===== src/rtl/vga_timing_if.sv =====
// vga_timing_if - raster timing bundle between the timing generator and the
// pixel/colour logic.
//   pix_en      : pixel strobe into the generator
//   x, y        : current raster position
//   active      : (x,y) lies in the visible area
//   hs, vs      : syncs aligned with x / y
//   line_start  : one-cycle pulse when x becomes 0
//   frame_start : one-cycle pulse when (x,y) becomes (0,0)
//   frame_count : completed frame starts, wrapping
//   hs_d, vs_d, blank_d : syncs and !active delayed to match the pixel pipe
// Modports: master = timing generator, slave = pixel/colour logic.
interface vga_timing_if #(
    parameter int CW      = 10,
    parameter int FRAME_W = 8
);
    logic               pix_en;
    logic [CW-1:0]      x;
    logic [CW-1:0]      y;
    logic               active;
    logic               hs;
    logic               vs;
    logic               line_start;
    logic               frame_start;
    logic [FRAME_W-1:0] frame_count;
    logic               hs_d;
    logic               vs_d;
    logic               blank_d;

    modport master (
        input  pix_en,
        output x, y, active, hs, vs, line_start, frame_start, frame_count,
        output hs_d, vs_d, blank_d
    );

    modport slave (
        output pix_en,
        input  x, y, active, hs, vs, line_start, frame_start, frame_count,
        input  hs_d, vs_d, blank_d
    );
endinterface


===== src/rtl/vga_timing.sv =====
// vga_timing - parametrised raster timing generator.
// Counts x/y on every pix_en strobe, decodes active/hs/vs for the same pixel
// as x/y, emits line/frame start markers and a frame counter, and delays
// {hs, vs, !active} by PIPE strobes for a pipelined pixel generator.
// Ports:
//   clk   : clock, all state on the rising edge
//   rst_n : synchronous active-low reset
//   vga   : vga_timing_if master (pix_en in; position, syncs, markers out)
module vga_timing #(
    parameter int H_VISIBLE = 640,
    parameter int H_FRONT   = 16,
    parameter int H_SYNC    = 96,
    parameter int H_BACK    = 48,
    parameter int V_VISIBLE = 480,
    parameter int V_FRONT   = 10,
    parameter int V_SYNC    = 2,
    parameter int V_BACK    = 33,
    parameter bit HS_POL    = 1'b0,
    parameter bit VS_POL    = 1'b0,
    parameter int PIPE      = 1,
    parameter int CW        = 10,
    parameter int FRAME_W   = 8
) (
    input  logic          clk,
    input  logic          rst_n,
    vga_timing_if.master  vga
);
    localparam int H_TOTAL  = H_VISIBLE + H_FRONT + H_SYNC + H_BACK;
    localparam int V_TOTAL  = V_VISIBLE + V_FRONT + V_SYNC + V_BACK;
    localparam int HS_START = H_VISIBLE + H_FRONT;
    localparam int HS_END   = HS_START + H_SYNC;
    localparam int VS_START = V_VISIBLE + V_FRONT;
    localparam int VS_END   = VS_START + V_SYNC;

    generate
        if ((((H_TOTAL - 1) >> CW) != 0) || (((V_TOTAL - 1) >> CW) != 0)
            || (PIPE < 0) || (PIPE > 7)) begin : g_bad_cfg
            $error("vga_timing: CW too narrow for totals or PIPE outside 0..7");
        end
    endgenerate

    logic [CW-1:0]      x_q, x_d;
    logic [CW-1:0]      y_q, y_d;
    logic               act_q, act_d;
    logic               hsync_q, hsync_d;
    logic               vsync_q, vsync_d;
    logic               lstart_q, lstart_d;
    logic               fstart_q, fstart_d;
    logic [FRAME_W-1:0] fcnt_q, fcnt_d;
    logic               x_wrap;

    // Decode from the next position so the registered flags describe the
    // same pixel as the registered x/y.
    always_comb begin
        x_wrap   = (x_q == CW'(H_TOTAL - 1));
        x_d      = x_wrap ? '0 : x_q + CW'(1);
        y_d      = y_q;
        if (x_wrap) begin
            y_d = (y_q == CW'(V_TOTAL - 1)) ? '0 : y_q + CW'(1);
        end
        act_d    = (int'(x_d) < H_VISIBLE) && (int'(y_d) < V_VISIBLE);
        hsync_d  = ((int'(x_d) >= HS_START) && (int'(x_d) < HS_END)) ? HS_POL : !HS_POL;
        vsync_d  = ((int'(y_d) >= VS_START) && (int'(y_d) < VS_END)) ? VS_POL : !VS_POL;
        lstart_d = x_wrap;
        fstart_d = x_wrap && (y_d == '0);
        fcnt_d   = fstart_d ? fcnt_q + FRAME_W'(1) : fcnt_q;
    end

    always_ff @(posedge clk) begin
        if (!rst_n) begin
            x_q      <= CW'(H_TOTAL - 1);
            y_q      <= CW'(V_TOTAL - 1);
            act_q    <= 1'b0;
            hsync_q  <= !HS_POL;
            vsync_q  <= !VS_POL;
            lstart_q <= 1'b0;
            fstart_q <= 1'b0;
            fcnt_q   <= '0;
        end else if (vga.pix_en) begin
            x_q      <= x_d;
            y_q      <= y_d;
            act_q    <= act_d;
            hsync_q  <= hsync_d;
            vsync_q  <= vsync_d;
            lstart_q <= lstart_d;
            fstart_q <= fstart_d;
            fcnt_q   <= fcnt_d;
        end else begin
            lstart_q <= 1'b0;
            fstart_q <= 1'b0;
        end
    end

    assign vga.x           = x_q;
    assign vga.y           = y_q;
    assign vga.active      = act_q;
    assign vga.hs          = hsync_q;
    assign vga.vs          = vsync_q;
    assign vga.line_start  = lstart_q;
    assign vga.frame_start = fstart_q;
    assign vga.frame_count = fcnt_q;

    // Delay line advances on strobes only, so the lag is PIPE pixels
    // regardless of the pix_en duty cycle.
    generate
        if (PIPE == 0) begin : g_nodly
            assign vga.hs_d    = hsync_q;
            assign vga.vs_d    = vsync_q;
            assign vga.blank_d = !act_q;
        end else begin : g_dly
            localparam int unsigned DEPTH = PIPE;
            logic [2:0] dly_q [DEPTH];

            always_ff @(posedge clk) begin
                if (!rst_n) begin
                    for (int unsigned i = 0; i < DEPTH; i++) begin
                        dly_q[i] <= {!HS_POL, !VS_POL, 1'b1};
                    end
                end else if (vga.pix_en) begin
                    dly_q[0] <= {hsync_q, vsync_q, !act_q};
                    for (int unsigned i = 1; i < DEPTH; i++) begin
                        dly_q[i] <= dly_q[i-1];
                    end
                end
            end

            assign {vga.hs_d, vga.vs_d, vga.blank_d} = dly_q[DEPTH-1];
        end
    endgenerate
endmodule


===== src/flat_wrapper.sv =====
// flat-port wrapper written by rule: the top's interface ports become plain ports
module vga_timing_flat 
#(
    parameter int H_VISIBLE = 640,
    parameter int H_FRONT   = 16,
    parameter int H_SYNC    = 96,
    parameter int H_BACK    = 48,
    parameter int V_VISIBLE = 480,
    parameter int V_FRONT   = 10,
    parameter int V_SYNC    = 2,
    parameter int V_BACK    = 33,
    parameter bit HS_POL    = 1'b0,
    parameter bit VS_POL    = 1'b0,
    parameter int PIPE      = 1,
    parameter int CW        = 10,
    parameter int FRAME_W   = 8
)
  (clk, rst_n, vga_pix_en, vga_x, vga_y, vga_active, vga_hs, vga_vs, vga_line_start, vga_frame_start, vga_frame_count, vga_hs_d, vga_vs_d, vga_blank_d);
  vga_timing_if #(.CW(CW), .FRAME_W(FRAME_W)) vga_i ();
  input  logic clk;
  input  logic rst_n;
  input wire logic [$bits(vga_i.pix_en)-1:0] vga_pix_en;
  output wire logic [$bits(vga_i.x)-1:0] vga_x;
  output wire logic [$bits(vga_i.y)-1:0] vga_y;
  output wire logic [$bits(vga_i.active)-1:0] vga_active;
  output wire logic [$bits(vga_i.hs)-1:0] vga_hs;
  output wire logic [$bits(vga_i.vs)-1:0] vga_vs;
  output wire logic [$bits(vga_i.line_start)-1:0] vga_line_start;
  output wire logic [$bits(vga_i.frame_start)-1:0] vga_frame_start;
  output wire logic [$bits(vga_i.frame_count)-1:0] vga_frame_count;
  output wire logic [$bits(vga_i.hs_d)-1:0] vga_hs_d;
  output wire logic [$bits(vga_i.vs_d)-1:0] vga_vs_d;
  output wire logic [$bits(vga_i.blank_d)-1:0] vga_blank_d;
  assign vga_i.pix_en = vga_pix_en;
  assign vga_x = vga_i.x;
  assign vga_y = vga_i.y;
  assign vga_active = vga_i.active;
  assign vga_hs = vga_i.hs;
  assign vga_vs = vga_i.vs;
  assign vga_line_start = vga_i.line_start;
  assign vga_frame_start = vga_i.frame_start;
  assign vga_frame_count = vga_i.frame_count;
  assign vga_hs_d = vga_i.hs_d;
  assign vga_vs_d = vga_i.vs_d;
  assign vga_blank_d = vga_i.blank_d;
  vga_timing #(.H_VISIBLE(H_VISIBLE), .H_FRONT(H_FRONT), .H_SYNC(H_SYNC), .H_BACK(H_BACK), .V_VISIBLE(V_VISIBLE), .V_FRONT(V_FRONT), .V_SYNC(V_SYNC), .V_BACK(V_BACK), .HS_POL(HS_POL), .VS_POL(VS_POL), .PIPE(PIPE), .CW(CW), .FRAME_W(FRAME_W)) u_core (.clk(clk), .rst_n(rst_n), .vga(vga_i));
endmodule

===== config.mk =====
export PLATFORM = sky130hd
export DESIGN_NAME = vga_timing_flat
export DESIGN_NICKNAME = d
export VERILOG_FILES = /design/src/rtl/vga_timing_if.sv /design/src/rtl/vga_timing.sv /design/src/flat_wrapper.sv
export SDC_FILE = /design/constraint.sdc
export NUM_CORES = 1
export LEC_CHECK = 0
export BUFFER_PORTS_ARGS = -buffer_cell sky130_fd_sc_hd__buf_2
export CAP_MARGIN = 0
export CORE_AREA = 4 4 68 70
export CTS_BUF_LIST = sky130_fd_sc_hd__clkbuf_4
export CTS_CLUSTER_DIAMETER = 200
export DETAILED_ROUTE_END_ITERATION = 8
export DIE_AREA = 0 0 72 74
export GPL_TIMING_DRIVEN = 0
export PLACE_DENSITY_LB_ADDON = 0.12
export SYNTH_ARGS = -nofsm -noshare
export SYNTH_HDL_FRONTEND = slang
export SYNTH_SLANG_ARGS = --single-unit

===== constraint.sdc =====
create_clock -name clk -period 2.7 [get_ports clk]
set_clock_uncertainty 0.15 [all_clocks]
set_input_delay 0.54 -clock clk [delete_from_list [all_inputs] [get_ports clk]]
set_output_delay 0.54 -clock clk [all_outputs]
set_load 0.02 [all_outputs]

==> metrics, run 1 <==
source-to-sink clock delay at the later pin of the worst-skew pair 0.36 ns; reg2reg setup slack 0.05 ns; measured slew at the worst slew-check pin 0.5257 ns; number of buffers inserted during clock tree synthesis 5; largest net degree at the start of global routing 12; chip width 72 um; number of flops mapped to enable cells by yosys 3; count of mapped cells out of synthesis 273; H-tree Lvls 2; number of stages on the worst hold path 2; drt first-iter violations 237; detail-routed via count per cell 6.059; depth of the worst register-to-register path 9; overall via count from detail_route 2,254; worst-path fanout max 7; number of fill cells 333; outcome finished clean; Core Footprint 3971 um2; count of final hold-check violations 0; critical path class flop to flop; share of synthesized registers carrying an async set or reset 0%; mean instance size in the synthesized netlist 8.401 um2; CTS Sinks 36; Worst EP required 2.83 ns; number of max-capacitance violations reported 0; sequential fraction of the synthesis area 32.73%; io pins 39; flip-flop and latch count after synthesis 36; longest individual stage delay on the worst path 0.38 ns; cell breakdown of the critical path ha_2 -> and4_2 -> and3_1 -> buf_2 -> a211oi_4 -> o22ai_4 -> buf_4 -> nor4_2 -> mux2i_1; Buffers & Inverters on Critical Path 2; Final Max Tran Viols 0; Cell Rows 23; die outline height 74 um; DP HPWL 3932 um; global-route wire length before repair 9183 um; number of distinct library cells after synthesis 58; PwrDens 510.4 nW/um2; Die Outline Area 5328 um2; final global-route overflow total 0; HP Class flop to flop; crit path DAT 2.78 ns; initial standard-cell utilization of the core 57.75%; input/output buffers 38; clock tree from TritonCTS done; Synth warnings 0; ratio of final minimum period to clock period 98.27%; Post-CTS Hold Fix Bufs 0; total setup violations reported at the end of the flow 0; area growth from synthesis to layout 19.37%; Crit path depth 9; total leakage power 1.064 nW; maximum root-to-sink buffer count 2; clock-pin slew reported for the worst setup and hold paths after clock tree synthesis 0.11 ns; sort of element at the end of the critical path flop; drt pass-1 iters 5; total wire length 5868 um; global router's overall resource usage 21.76%; netlist area before placement 2293 um2; post-detailed-route wirelength per cell 15.77 um; startpoint kind of the worst setup timing path flop; top cell family by delay on the critical path simple AND/OR/NAND/NOR gates; worst voltage drop across the vdd grid 283.0 uV; time the final worst path needs with I/O delays and setup 2.653 ns; net total in the final layout 329; post-route worst hold slack 0.3412 ns; Post-Route Setup TNS 0 ns; share of cells above drive strength 1 28.26%; final antenna diode count 0; Post-route DRC 0; final weighted congestion of routability-driven global placement 0.8992; Slew HR 64.96%; highest clock frequency the design can meet 0.3769 GHz; antenna violations before repair 0; Clock Tree Root clkbuf_4; post-synth net total 281; remaining antenna violation count after routing 0; via count of the first global-routing pass 1,929; master of the slowest instance on the critical path dfxtp_4; most frequently used flop master after synthesis dfxtp_1
-- worst min-delay path, delay by kind of cell, from the launching register on --
kind | cells | cell delay, ns
flops | 1 | 0.35
simple gates | 1 | 0.06
mux | 1 | 0.05
-- where the power goes --
part	switching [W]	internal [W]	total, W
clock	0.000192	0.0000956	0.000288
sequential	0.0000294	0.000564	0.000593
combinational	0.000326	0.000190	0.000516
-- layout make-up --
class	instances	area [um2]	area share (%)
Clock buffer	5	37.54	1.371
Multi-Input combinational cell	207	1506	55.03
Inverter	8	30.03	1.097
Tap cell	50	62.56	2.285
Clock inverter	3	13.76	0.5027
Sequential cell	36	757.0	27.65
Timing Repair Buffer	41	212.7	7.770
Buffer	22	117.6	4.296
-- sequential cells by signal, indices dropped and copies added (netlist names) --
name                    cells
u_core.g_dly.dly_q          3
u_core.vga.active           1
u_core.vga.frame_count      8
u_core.vga.frame_start      1
u_core.vga.hs               1
u_core.vga.line_start       1
u_core.vga.vs               1
u_core.vga.x               10
u_core.vga.y               10
-- cells in the mapped netlist (3+ instances only) --
cell type	number	area share [%]
and3_1	10	2.7
nand2_1	24	3.9
o211ai_1	3	0.98
buf_2	9	2.0
nor2_1	15	2.5
clkbuf_1	11	1.8
and4_1	4	1.5
nand2b_1	8	2.2
nand4_1	5	1.4
o21ai_0	10	2.2
xnor2_1	6	2.3
nand3_1	18	3.9
nor4_1	6	1.6
inv_1	8	1.3
o22ai_1	3	0.82
ha_1	5	2.7
nor3_1	8	1.7
mux2i_1	8	3.5
a31oi_1	4	1.1
o311ai_0	4	1.5
o221ai_1	3	1.1
dfxtp_1	33	29
a21oi_1	8	1.7
nor4b_1	3	1.1
xor2_1	3	1.1
and2_1	9	2.5
edfxtp_1	3	3.9
-- layout by cell type (no fill, tap or decap), types with 5 or more instances in the layout --
cell type and n:
buf_2 46, o21ai_0 10, nor2_1 14, inv_1 8, a21oi_1 7, and2_1 9, mux2i_1 8, nand3_1 17
clkbuf_1 9, nor4_2 5, xnor2_1 6, nor3_1 7, nand2b_1 8, nand4_1 5, and3_1 9, nand2_1 24
clkbuf_4 5, dfxtp_1 30
-- cell families (layout without fill, tap and decap cells) --
| group | count (synthesis) | in the layout | synth area share, % |
|---|---|---|---|
| adders and majority gates | 5 | 5 | 2.728 |
| and+or+nand+nor | 122 | 122 | 30.11 |
| buffers and inverters | 31 | 79 | 6.219 |
| xor gates and xnor gates | 9 | 9 | 3.437 |
| AOI/OAI and AO/OA | 62 | 63 | 21.28 |
| muxes | 8 | 8 | 3.492 |
| DFF | 36 | 36 | 32.73 |
-- path summary, 6_finish.rpt --
path	startpoint	end
hold reg to reg	u_core.vga.frame_count[6]$_SDFFE_PN0P_	u_core.vga.frame_count[6]$_SDFFE_PN0P_
hold / removal	u_core.vga.frame_count[6]$_SDFFE_PN0P_	u_core.vga.frame_count[6]$_SDFFE_PN0P_
setup / recovery	u_core.vga.x[0]$_SDFFE_PN1P_	u_core.vga.frame_count[7]$_SDFFE_PN0P_
setup reg to reg	u_core.vga.x[0]$_SDFFE_PN1P_	u_core.vga.frame_count[7]$_SDFFE_PN0P_
-- layer usage --
metal  share of wire [%]  vias to the layer above  global-route usage [%]
met5                   0                        -                       0
met4                 1.2                        0                   5.428
met3                 6.4                       11                   5.135
met2                  48                       82                   34.90
met1                  44                     1052                   29.75
li1                    -                     1109                       -
-- what timing repair did --
item / in CTS / in global routing
setup endpoints to repair: 10 / 12
cloned: 0 / 1
hold endpoints to repair: 0 / 0
buffers inserted: 0 / 3
gates resized for setup: 5 / 23
pin swaps: 1 / 4
-- per-stage QoR --
step / worst slack, ns / cell area, um2 / cells / total power (W) / utilization [%]
floorplan: 0.08695 / 2293 / 273 / 0.0009462 / -
global placement: -0.08301 / 2546 / 361 / 0.001051 / 64.11
detailed placement: -0.1206 / 2546 / 361 / 0.001054 / 64.11
CTS: 0.02435 / 2619 / 369 / 0.001341 / 65.94
global route: -0.05087 / 2738 / 372 / 0.001476 / 68.94
finish: 0.04665 / 2738 / 372 / 0.001397 / 68.94
No activity file was read; power rests on OpenSTA's default activity.
==> run 2, diff against run 1 <==
- CORE_AREA: 4 4 68 70 -> 4 4 71 73
- DIE_AREA: 0 0 72 74 -> 0 0 75 77
- clock period: 2.7 -> 2.4 ns (I/O delays scaled with it)
==> metrics, run 2 (synthesis results as in run 1) <==
commonest non-fill, non-tap cell in the layout buf_2; global router's overall resource usage 22.26%; RSZ-0062 raised after global routing yes; number of standard cells in the final layout excluding fillers 389; number of max-capacitance violations reported 0; global-route wire length before repair 10,150 um; clock tree from TritonCTS done; final core utilization 68.82%; detail-routed via count per cell 5.951; measured slew at the worst slew-check pin 0.5993 ns; critical path class flop to flop; H-tree Lvls 2; Die Outline Area 5775 um2; Worst Slack Setup Final -0.06854 ns; area used by multi-input combinational logic 1567 um2; Clock Tree Root clkbuf_4; total instance count after detailed placement 363; total wire length 6297 um; startpoint kind of the worst setup timing path flop; input/output buffers 38; highest clock frequency the design can meet 0.4051 GHz; Post-route DRC 0; ratio of final minimum period to clock period 102.9%; share of cells above drive strength 1 36.20%; final weighted congestion of routability-driven global placement 0.8784; Worst EP required 2.54 ns; worst-path fanout max 5; total setup violations reported at the end of the flow 8; outcome finished, violations left; chip width 75 um; Post-Route Setup TNS -0.2584 ns; crit path DAT 2.60 ns; largest net degree at the start of global routing 13; net total in the final layout 344; worst voltage drop across the vdd grid 358.8 uV; count of final hold-check violations 0; CTS Sinks 36; io pins 39; overall via count from detail_route 2,315; die outline height 77 um; post-layout total power 0.001695 W; failing checks negative setup slack; drt first-iter violations 254; setup slack after placement -0.3244 ns; drt pass-1 iters 4; Core Footprint 4354 um2; clock-pin slew reported for the worst setup and hold paths after clock tree synthesis 0.12 ns; Final Max Tran Viols 0; post-detailed-route wirelength per cell 16.19 um; via count of the first global-routing pass 2,049; number of fill cells 372; remaining antenna violation count after routing 0; DP HPWL 4089 um; PwrDens 565.8 nW/um2; initial standard-cell utilization of the core 52.67%; total leakage power 1.234 nW; HP Class primary input to flop; maximum root-to-sink buffer count 2; antenna violations before repair 0; source-to-sink clock delay at the later pin of the worst-skew pair 0.35 ns; Slew HR 60.05%; most frequent cells in the layout buf_2 (39), nand2_1 (24), buf_4 (23); number of buffers inserted during clock tree synthesis 5; time the final worst path needs with I/O delays and setup 2.469 ns; area used by sequential logic in the layout 780.7 um2; final global-route overflow total 0; sort of element at the end of the critical path flop; Cell Rows 24; final antenna diode count 0; area growth from synthesis to layout 30.66%
## run 2: cell types whose count changed in the layout (fill, tap and decap cells not counted), moves of 3 or more
cell and change:
dfxtp_2 +4, buf_4 +20, nor4_2 -3, dfxtp_1 -9
buf_6 +3, dfxtp_4 +5, nor4_4 +4, buf_2 -7
## run 2: cell type report
cell class                      count  area share (%)
Buffer                             18           3.758
Clock buffer                        5           1.253
Clock inverter                      3          0.6263
Inverter                            8           1.086
Multi-Input combinational cell    206           52.28
Sequential cell                    36           26.05
Tap cell                           52           2.171
Timing Repair Buffer               61           12.78
## run 2: what timing repair did
| item | CTS | global route |
|---|---|---|
| endpoints found under the setup margin | 19 | 11 |
| hold buffers | 0 | 0 |
| pin swaps | 11 | 14 |
| buffers inserted | 13 | 10 |
| hold endpoints to repair | 0 | 0 |
| gates resized for setup | 32 | 23 |
## run 2: stage by stage
step	area (um2)	hold WS (ns)
floorplan	2347	0.3573
global placement	2603	0.3042
global route	2997	0.3146
finish	2997	0.3118
detailed placement	2603	0.3037
CTS	2878	0.2998
## run 2: path summary, 6_finish.rpt
kind                                          start                                      to  slack, ns  cells after the start
min reg2reg  u_core.vga.frame_count[7]$_SDFFE_PN0P_  u_core.vga.frame_count[7]$_SDFFE_PN0P_       0.32                      2
max reg2reg            u_core.vga.y[5]$_SDFFE_PN0P_  u_core.vga.frame_count[2]$_SDFFE_PN0P_      -0.07                      7
max                    u_core.vga.y[5]$_SDFFE_PN0P_  u_core.vga.frame_count[2]$_SDFFE_PN0P_      -0.07                      7
min                                           rst_n  u_core.vga.frame_count[3]$_SDFFE_PN0P_       0.31                      3
## run 2: worst max-delay path, cell delays in order (launching register included)
cell	delay, ns
dfxtp_4	0.37
or3_4	0.39
o32a_1	0.42
a211oi_4	0.23
o2111ai_4	0.19
buf_12	0.20
nor4b_4	0.26
mux2i_1	0.21
## run 2: power breakdown
part	internal, W	total (W)	switching (W)
combinational	0.000290	0.000691	0.000401
sequential	0.000631	0.000668	0.0000368
clock	0.000113	0.000336	0.000224
## run 2: per-layer routing
layer / track usage [%] / routed length [um]
met5: 0 / 0
met4: 6.940 / 63
met3: 3.007 / 325
met2: 32.58 / 2969
met1: 33.23 / 2939
==> run 3, diff against run 2 <==
- RECOVER_POWER: unset -> 25
==> metrics, run 3 (synthesis results as in run 1) <==
outcome finished, violations left; failing checks negative setup slack; HP Class flop to flop; RSZ-0062 raised after global routing yes; final antenna diode count 0; final weighted congestion of routability-driven global placement 0.8784; number of buffers inserted during clock tree synthesis 5; count of final hold-check violations 0; drt pass-1 iters 4; commonest non-fill, non-tap cell in the layout buf_2; time the final worst path needs with I/O delays and setup 2.469 ns; Int Power 0.001033 W; H-tree Lvls 2; Worst EP required 2.53 ns; Cell Rows 24; total setup violations reported at the end of the flow 8; highest clock frequency the design can meet 0.4051 GHz; clock tree from TritonCTS done; startpoint kind of the worst setup timing path flop; final core utilization 68.76%; net total in the final layout 344; sequential group share of total power 39.4%; placement-stage cell area 2603 um2; drt first-iter violations 254; area growth from synthesis to layout 30.55%; initial standard-cell utilization of the core 52.67%; largest net degree at the start of global routing 13; critical path class flop to flop; total leakage power 1.227 nW; sort of element at the end of the critical path flop; worst voltage drop across the vdd grid 358.8 uV; Post-route DRC 0; total instance count after detailed placement 363; final global-route overflow total 0; clock share of power 19.8%; remaining antenna violation count after routing 0; source-to-sink clock delay at the later pin of the worst-skew pair 0.35 ns; number of standard cells in the final layout excluding fillers 389; die outline height 77 um; switching component of the power 0.0006613 W; crit path DAT 2.60 ns; overall via count from detail_route 2,311; post-route design area 2994 um2; Final Max Tran Viols 0; clock-pin slew reported for the worst setup and hold paths after clock tree synthesis 0.12 ns; ratio of final minimum period to clock period 102.9%; most frequent cells in the layout buf_2 (37), nand2_1 (24), buf_4 (23); maximum root-to-sink buffer count 2; chip width 75 um; CTS Sinks 36; share of cells above drive strength 1 35.61%; Core Footprint 4354 um2; post-detailed-route wirelength per cell 16.20 um; input/output buffers 38; Slew HR 60.00%; via count of the first global-routing pass 2,049; measured slew at the worst slew-check pin 0.6000 ns; detail-routed via count per cell 5.941; global router's overall resource usage 22.26%; PwrDens 566.0 nW/um2; worst-path fanout max 5; total wire length 6300 um; number of max-capacitance violations reported 0; global-route wire length before repair 10,150 um; Post-CTS Hold Fix Bufs 0; DP HPWL 4089 um; portion of total power attributed to combinational logic 40.7%; io pins 39; Clock Tree Root clkbuf_4; share of total power consumed by net switching 39.02%; Die Outline Area 5775 um2; Worst Slack Setup Final -0.06853 ns; antenna violations before repair 0
-- run 3: repair_timing --
item,CTS,global route
resized for setup,32,23
hold endpoints to repair,0,0
pin swaps,11,14
endpoints found under the setup margin,19,11
buffers inserted,13,10
-- run 3: worst max-delay path, cell delays in order, from the launching register on --
cell	delay [ns]
dfxtp_4	0.37
or3_4	0.39
o32a_1	0.42
a211oi_4	0.23
o2111ai_4	0.19
buf_12	0.20
nor4b_4	0.26
mux2i_1	0.21
-- run 3: final timing paths --
| kind | startpoint | to | slack, ns | cells after the start |
|---|---|---|---|---|
| worst min-delay path | u_core.vga.frame_count[7]$_SDFFE_PN0P_ | u_core.vga.frame_count[7]$_SDFFE_PN0P_ | 0.32 | 2 |
| worst max register to register | u_core.vga.y[5]$_SDFFE_PN0P_ | u_core.vga.frame_count[2]$_SDFFE_PN0P_ | -0.07 | 7 |
| worst min register to register | u_core.vga.frame_count[7]$_SDFFE_PN0P_ | u_core.vga.frame_count[7]$_SDFFE_PN0P_ | 0.32 | 2 |
| worst max-delay path | u_core.vga.y[5]$_SDFFE_PN0P_ | u_core.vga.frame_count[2]$_SDFFE_PN0P_ | -0.07 | 7 |
-- run 3: layout make-up --
type                       count  area, um2
multi-input combinational    206       1567
fill                         370       1360
sequential                    36      780.7
timing repair buffer          61      380.4
buffer                        18      112.6
tap                           52      65.06
clock buffer                   5      37.54
inverter                       8      32.53
clock inverter                 3      18.77
-- run 3: power groups by stage --
stage               sequential [W]  combinational (W)  clock (W)
global route              0.000675           0.000744   0.000374
detailed placement        0.000682           0.000522          0
CTS                       0.000663           0.000629   0.000344
finish                    0.000668           0.000690   0.000336
floorplan                 0.000710           0.000366          0
global placement          0.000681           0.000514          0
-- run 3: through the flow --
stage	worst slack (ns)	power, W	setup TNS [ns]	hold slack [ns]
after floorplan	-0.02003	0.001076	-0.1049	0.3573
after global placement	-0.2998	0.001195	-2.204	0.3042
after detailed placement	-0.3244	0.001203	-2.635	0.3037
after CTS	-0.08669	0.001637	-0.2990	0.2998
after global routing	-0.1600	0.001793	-0.8830	0.3492
final	-0.06853	0.001695	-0.2550	0.3165
-- run 3: layer usage --
layer	share of wire [%]	GRT usage [%]
met5	0	0
met4	1.1	6.940
met3	5.0	3.007
met2	47	32.58
met1	47	33.23
